`config.mk`:
```
export PLATFORM = sky130hd
export DESIGN_NAME = vc_sram_valrdy_adapter
export DESIGN_NICKNAME = d
export VERILOG_FILES = /design/src/rtl/vc_sram_adapter_pkg.sv /design/src/rtl/vc_sram_resp_queue.sv /design/src/rtl/vc_sram_valrdy_adapter.sv
export SDC_FILE = /design/constraint.sdc
export NUM_CORES = 1
export LEC_CHECK = 0
export BUFFER_PORTS_ARGS = -buffer_cell sky130_fd_sc_hd__buf_4
export CAP_MARGIN = 20
export CORE_MARGIN = 1.5
export CORE_UTILIZATION = 35
export DETAILED_ROUTE_END_ITERATION = 10
export RECOVER_POWER = 50
export SLEW_MARGIN = 20
export SYNTH_ARGS = -nofsm -noshare
export SYNTH_HDL_FRONTEND = slang
export SYNTH_SLANG_ARGS = --single-unit
```
`constraint.sdc`:
```
create_clock -name clk -period 5.25 [get_ports clk]
set_clock_uncertainty 0.15 [all_clocks]
set_input_delay 0.2625 -clock clk [delete_from_list [all_inputs] [get_ports clk]]
set_output_delay 0.2625 -clock clk [all_outputs]
set_load 0.005 [all_outputs]
```
`src/rtl/vc_sram_adapter_pkg.sv`:
```
// Shared constants and the response-entry layout for the SRAM val/rdy adapter.
package vc_sram_adapter_pkg;

    localparam logic c_type_read  = 1'b0;
    localparam logic c_type_write = 1'b1;

    // Widest word and tag the response entry can carry; instances narrower
    // than this zero-extend into the entry and slice back out at the head.
    localparam int c_max_data_nbits   = 64;
    localparam int c_max_opaque_nbits = 16;

    // Responses in flight beyond the s1 stage.
    localparam int c_queue_depth = 3;

    typedef struct packed {
        logic                          msg_type;
        logic [c_max_opaque_nbits-1:0] opaque;
        logic [c_max_data_nbits-1:0]   data;
    } resp_entry_t;

    // Circular pointer advance for the 3-entry queue.
    function automatic logic [1:0] ptr_incr(input logic [1:0] ptr);
        return (ptr == 2'd2) ? 2'd0 : ptr + 2'd1;
    endfunction

endpackage

```
`src/rtl/vc_sram_resp_queue.sv`:
```
// Three-entry circular response queue with simultaneous enqueue/dequeue.
module vc_sram_resp_queue
    import vc_sram_adapter_pkg::*;
(
    input  logic        clk,
    input  logic        reset,
    input  logic        enq_val,
    input  resp_entry_t enq_entry,
    input  logic        deq_rdy,
    output logic        deq_val,
    output resp_entry_t deq_entry,
    output logic [1:0]  count
);

    logic [1:0]  head_reg, head_next;
    logic [1:0]  tail_reg, tail_next;
    logic [1:0]  count_reg, count_next;
    logic        enq_fire, deq_fire;
    resp_entry_t entries_reg [c_queue_depth];

    assign deq_val   = (count_reg != 2'd0);
    assign deq_fire  = deq_val && deq_rdy;
    // A full queue may still take an entry when the head leaves this cycle.
    assign enq_fire  = enq_val && ((count_reg != 2'd3) || deq_fire);
    assign deq_entry = entries_reg[head_reg];
    assign count     = count_reg;

    // Pointer and occupancy update; count holds on simultaneous enq/deq.
    always_comb begin
        head_next  = head_reg;
        tail_next  = tail_reg;
        count_next = count_reg;
        if (enq_fire) tail_next = ptr_incr(tail_reg);
        if (deq_fire) head_next = ptr_incr(head_reg);
        case ({enq_fire, deq_fire})
            2'b10:   count_next = count_reg + 2'd1;
            2'b01:   count_next = count_reg - 2'd1;
            default: count_next = count_reg;
        endcase
    end

    // Control state register; reset empties the queue.
    always_ff @(posedge clk or negedge reset) begin
        if (!reset) begin
            head_reg  <= 2'd0;
            tail_reg  <= 2'd0;
            count_reg <= 2'd0;
        end else begin
            head_reg  <= head_next;
            tail_reg  <= tail_next;
            count_reg <= count_next;
        end
    end

    // Payload storage: each slot captures the entry when the tail points at it.
    generate
        for (genvar gi = 0; gi < c_queue_depth; gi++) begin : g_slot
            always_ff @(posedge clk) begin
                if (enq_fire && (tail_reg == 2'(gi))) begin
                    entries_reg[gi] <= enq_entry;
                end
            end
        end
    endgenerate

endmodule

```
`src/rtl/vc_sram_valrdy_adapter.sv`:
```
// Val/rdy request/response front end for a 1-cycle synchronous SRAM.
// Requests issue to the SRAM in their acceptance cycle, sit one cycle in s1
// while the read data returns, then land in a 3-entry response queue.
module vc_sram_valrdy_adapter
    import vc_sram_adapter_pkg::*;
#(
    parameter  int p_data_nbits   = 32,
    parameter  int p_num_entries  = 256,
    parameter  int p_opaque_nbits = 8,
    localparam int c_data_nbytes  = (p_data_nbits + 7) / 8,
    localparam int c_addr_nbits   = $clog2(p_num_entries)
) (
    input  logic                      clk,
    input  logic                      reset,

    input  logic                      req_val,
    output logic                      req_rdy,
    input  logic                      req_type,
    input  logic [p_opaque_nbits-1:0] req_opaque,
    input  logic [c_addr_nbits-1:0]   req_addr,
    input  logic [c_data_nbytes-1:0]  req_byte_en,
    input  logic [p_data_nbits-1:0]   req_data,

    output logic                      resp_val,
    input  logic                      resp_rdy,
    output logic                      resp_type,
    output logic [p_opaque_nbits-1:0] resp_opaque,
    output logic [p_data_nbits-1:0]   resp_data,

    output logic                      sram_read_en,
    output logic [c_addr_nbits-1:0]   sram_read_addr,
    input  logic [p_data_nbits-1:0]   sram_read_data,

    output logic                      sram_write_en,
    output logic [c_data_nbytes-1:0]  sram_write_byte_en,
    output logic [c_addr_nbits-1:0]   sram_write_addr,
    output logic [p_data_nbits-1:0]   sram_write_data
);

    logic                      s1_val_reg;
    logic                      s1_type_reg;
    logic [p_opaque_nbits-1:0] s1_opaque_reg;
    logic [1:0]                q_count;
    logic                      req_fire;
    resp_entry_t               enq_entry;
    resp_entry_t               deq_entry;
    logic                      unused_entry_bits;

    // Space is reserved for s1 so an accepted request always finds a queue
    // slot; depends only on registered state, never on resp_rdy.
    assign req_rdy  = reset && (({1'b0, q_count} + {2'b00, s1_val_reg}) < 3'd3);
    assign req_fire = req_val && req_rdy;

    // Requests go straight to the SRAM in the accept cycle; the type bit
    // keeps the two enables mutually exclusive.
    assign sram_read_en       = req_fire && (req_type == c_type_read);
    assign sram_read_addr     = req_addr;
    assign sram_write_en      = req_fire && (req_type == c_type_write);
    assign sram_write_byte_en = req_byte_en;
    assign sram_write_addr    = req_addr;
    assign sram_write_data    = req_data;

    // In-flight stage: one cycle while the synchronous read completes.
    always_ff @(posedge clk or negedge reset) begin
        if (!reset) begin
            s1_val_reg    <= 1'b0;
            s1_type_reg   <= c_type_read;
            s1_opaque_reg <= '0;
        end else begin
            s1_val_reg <= req_fire;
            if (req_fire) begin
                s1_type_reg   <= req_type;
                s1_opaque_reg <= req_opaque;
            end
        end
    end

    // Build the queue entry from s1; writes respond with zero data.
    always_comb begin
        enq_entry          = '0;
        enq_entry.msg_type = s1_type_reg;
        enq_entry.opaque   = c_max_opaque_nbits'(s1_opaque_reg);
        if (s1_type_reg == c_type_read) begin
            enq_entry.data = c_max_data_nbits'(sram_read_data);
        end
    end

    vc_sram_resp_queue u_resp_queue (
        .clk       (clk),
        .reset     (reset),
        .enq_val   (s1_val_reg),
        .enq_entry (enq_entry),
        .deq_rdy   (resp_rdy),
        .deq_val   (resp_val),
        .deq_entry (deq_entry),
        .count     (q_count)
    );

    assign resp_type   = deq_entry.msg_type;
    assign resp_opaque = deq_entry.opaque[p_opaque_nbits-1:0];
    assign resp_data   = deq_entry.data[p_data_nbits-1:0];

    // Upper entry bits beyond this instance's widths are always zero.
    assign unused_entry_bits = &{1'b0, deq_entry};

endmodule

```
==> results.md <==
- 0 antenna diodes ended up in the layout.
- Counting cells, the worst reg-to-reg path comes to 4.
- The filler cell count in the final layout is 1503.
- The maximum clock path buffer count is 2.
- After detailed routing, the number of vias per cell comes to 4.58.
- The die is about 130 µm wide.
- The global-route usage over all layers is 0.141.
- The reg-to-reg startpoint is u_resp_queue.count[0].
- The floorplan step defined a core boundary enclosing 0.0165 mm².
- The vertical extent of the die is 132 µm.
- The number of port buffers is 89.
- The critical path startpoint is reset.
- The run finished with clean final reports.
- The average wire per standard cell is 17.1 µm.
- After the first detailed-routing iteration, the DRC count stood at approximately 100.
- After clock tree synthesis, the clock-pin slew on the worst setup and hold paths is roughly 0.060 ns.
- The initial antenna violation count is 0.
- For this design the ratio of total power to cell area is roughly 540 mW/mm².
- Synthesis produced 403 cells.
- The final count of negative-setup-slack endpoints is 0.
- The DRC violations left is 0.
- The largest fanout on the critical path is 17.
- The post-layout minimum cycle time is between 3 and 4 ns.
- Of the total synthesized cell area, the portion taken by full adders, half adders and majority gates is 0.00640.
- The count of final max-slew check failures is 0.
- For this run, the register share of the synthesized area comes to 0.698.
- The kind of path behind the tightest hold check is in -> reg.
- The clock sink total is 139.
- The maximum clock frequency is between 300 and 400 MHz.
- In the finished design, the share of the clock period the worst path needs comes to 0.615.
- The max capacitance violation total is 0.
- The weighted congestion at the end of routability-driven global placement is 0.688.
- The starting density of the core is 0.356.
- Counting distinct cell types in the post-synthesis netlist gives 25.
- Registers take 0.00410 mm².
- Once detail routing completed, the nets flagged for antenna violations numbered 0.
- Of the total synthesized cell area, the portion taken by AND, OR, NAND and NOR gates is 0.0721.
- The finished layout cell area is 0.00708 mm².
- The die area is approximately 0.018 mm².
- At the worst endpoint, the required time is slightly below 5 ns.
- The detailed-route wire length is 11800 µm.
- The headroom to the max-slew limit is 0.310.
- The end point of the critical path is sram_read_en.
- The area growth from synthesis to layout is 20.7%.
- The netlist area before placement is a little under 0.006 mm².
- Of all cell types, the one taking the most synthesized area is sky130_fd_sc_hd__edfxtp_1.
- The register with the most flip-flops in the layout has between 100 and 150 of them.
- Buffers added to address setup during post-CTS repair amount to 0.
- In this run the mean area of a mapped cell was 14.6 µm².
- By area, the combinational part of the netlist is dominated by multiplexers.
- Summed over all layers, the global routing overflow is 0.
- After synthesis, the share of cell area in mux cells is 0.0911.
- At the pin with the least slew margin, the transition time is between 1 and 1.5 ns.
- The synthesized flop and latch total is 139.
- STA classifies the critical path startpoint as an input port.
- The total count of hold-check failures in the final report is 0.
- Detailed routing inserted a total of 3162 vias.
- By area the synthesized netlist is led by sky130_fd_sc_hd__edfxtp_1 (63%), sky130_fd_sc_hd__mux2i_1 (7.0%), sky130_fd_sc_hd__buf_4 (6.9%).
- The number of ports placed on the die boundary is approximately 190.
- The reg2reg setup slack is 2.80 ns.
- The net count of the finished layout is 550.
- The site row count is 47.
- The arrival time of data at the critical path endpoint is 2.81 ns.
- The static leakage power is roughly 2.6 nW.
- The number of global-route vias before repair is between 3000 and 4000.
- The placed wire-length estimate is slightly above 7000 µm.
- The fraction of synthesized cell area in xor and xnor cells is 0.00448.
- The buffer type at the clock tree root is sky130_fd_sc_hd__clkbuf_16.
- The CTS tree is done.
- VDD sags by at most roughly 0.00024 V.
- The area taken by multi-input logic gates is 0.00129 mm².
- The fraction of the mapped netlist area in compound gates is 0.0448.
- The later pin in the worst-skew pair is clocked with a latency of 0.42 ns.
- Setup repair after global routing left no endpoint under its margin.
- For the final routed database, the setup TNS stands at 0 ns.
- The worst setup path category is in -> out.
- The share of layout cells above drive strength 1 is 0.287.
- Entering global routing, the biggest net connects 58 pins.
- The number of detailed-routing iterations run before antenna repair is 4.
- The wire length of the first global-routing pass is 18100 µm.
- The share of synthesized area in the top cell type comes to 0.630.
- The count of warnings emitted by yosys is 0.
- The post-place instance area is 0.00640 mm².
- The H-tree depth reported by CTS is 4.
- The net count of the mapped netlist is just under 500.
- STA classifies the critical path endpoint as a primary output.
- Buffers inserted during clock tree synthesis total 17.
- The endpoint of the worst register-to-register path is s1_type_reg.
==> worst max-delay path, cell delays in order <==
cell and delay (ns):
sky130_fd_sc_hd__dlygate4sd3_1 0.52, sky130_fd_sc_hd__clkbuf_1 0.69, sky130_fd_sc_hd__inv_1 0.22, sky130_fd_sc_hd__a2111oi_4 0.74, sky130_fd_sc_hd__nor2b_1 0.24, sky130_fd_sc_hd__buf_4 0.13
==> cell usage after synthesis <==
cell,n
sky130_fd_sc_hd__edfxtp_1,123
sky130_fd_sc_hd__buf_4,54
sky130_fd_sc_hd__nand2_1,44
sky130_fd_sc_hd__o21ai_0,43
sky130_fd_sc_hd__mux2i_1,41
sky130_fd_sc_hd__nor2b_1,34
sky130_fd_sc_hd__dfrtp_1,16
sky130_fd_sc_hd__clkbuf_1,11
sky130_fd_sc_hd__mux2_2,11
sky130_fd_sc_hd__buf_2,4
sky130_fd_sc_hd__ha_1,3
sky130_fd_sc_hd__inv_1,3
sky130_fd_sc_hd__nor2_1,2
sky130_fd_sc_hd__nor3_1,2
sky130_fd_sc_hd__xnor2_1,2
sky130_fd_sc_hd__a2111oi_4,1
sky130_fd_sc_hd__a211oi_1,1
sky130_fd_sc_hd__a21o_1,1
sky130_fd_sc_hd__and2_1,1
sky130_fd_sc_hd__and2b_1,1
sky130_fd_sc_hd__buf_6,1
sky130_fd_sc_hd__nor3b_1,1
sky130_fd_sc_hd__o21ai_1,1
sky130_fd_sc_hd__or2_2,1
sky130_fd_sc_hd__xor2_1,1
==> layout by cell type, fill, tap and decap left out, types with 9 or more instances in the layout <==
cell type and count:
sky130_fd_sc_hd__clkbuf_1 9, sky130_fd_sc_hd__dlygate4sd3_1 10, sky130_fd_sc_hd__clkbuf_16 17, sky130_fd_sc_hd__mux2_2 11
sky130_fd_sc_hd__dfrtp_1 14, sky130_fd_sc_hd__nor2b_1 34, sky130_fd_sc_hd__mux2i_1 41, sky130_fd_sc_hd__o21ai_0 44
sky130_fd_sc_hd__nand2_1 44, sky130_fd_sc_hd__edfxtp_1 123, sky130_fd_sc_hd__buf_4 91
==> repair_timing <==
item	CTS	global route
hold buffers	10	0
resized for setup	0	0
endpoints found under the hold margin	25	0
==> layer usage <==
metal	GRT usage	routed length [µm]	up-vias
met3	0.0460	707	50
li1	-	-	1496
met4	0.0910	544	0
met2	0.224	5590	103
met1	0.165	4980	1513
met5	0	0	-
==> power breakdown <==
part           internal [W]  switching [W]
logic              0.000485       0.000510
registers           0.00149       0.000153
clock network      0.000783       0.000417
total               0.00276        0.00108
==> worst min path at each step <==
stage | from | endpoint | cells past startpoint
2_1_floorplan | reset | s1_opaque_reg[0] | 0
3_3_place_gp | reset | s1_opaque_reg[2] | 1
3_5_place_dp | reset | s1_opaque_reg[2] | 1
4_1_cts | req_val | s1_val_reg | 3
5_1_grt | req_val | s1_val_reg | 3
6_report | req_val | s1_val_reg | 3
==> cells by family after synthesis <==
kind of cell | Yosys count
flip-flops | 139
AND/OR/NAND/NOR | 86
buffers and inverters | 73
multiplexers | 52
AO/OA/AOI/OAI | 47
XOR/XNOR | 3
adder cells (fa/ha/maj) | 3
==> per-stage QoR <==
stage / util / hold slack (ns) / worst slack, ns / total power [W] / instances
after global routing: 0.430 / 0.0463 / 1.68 / 0.00405 / 691
after CTS: 0.431 / 0.0335 / 2.26 / 0.00391 / 691
after floorplan: - / -0.183 / 0.913 / 0.00222 / 403
final: 0.430 / 0.0438 / 2.02 / 0.00384 / 691
after global placement: 0.389 / -0.0114 / 2.79 / 0.00265 / 649
after detailed placement: 0.389 / -0.00922 / 2.73 / 0.00269 / 649
==> layout make-up <==
type                            count  area share
Inverter                            3     0.00159
Clock inverter                      7      0.0163
Clock buffer                       25      0.0686
Timing Repair Buffer              106       0.114
Multi-Input combinational cell    191       0.182
Tap cell                          220      0.0389
Sequential cell                   139       0.579
No activity file was read; power rests on OpenSTA's default activity.
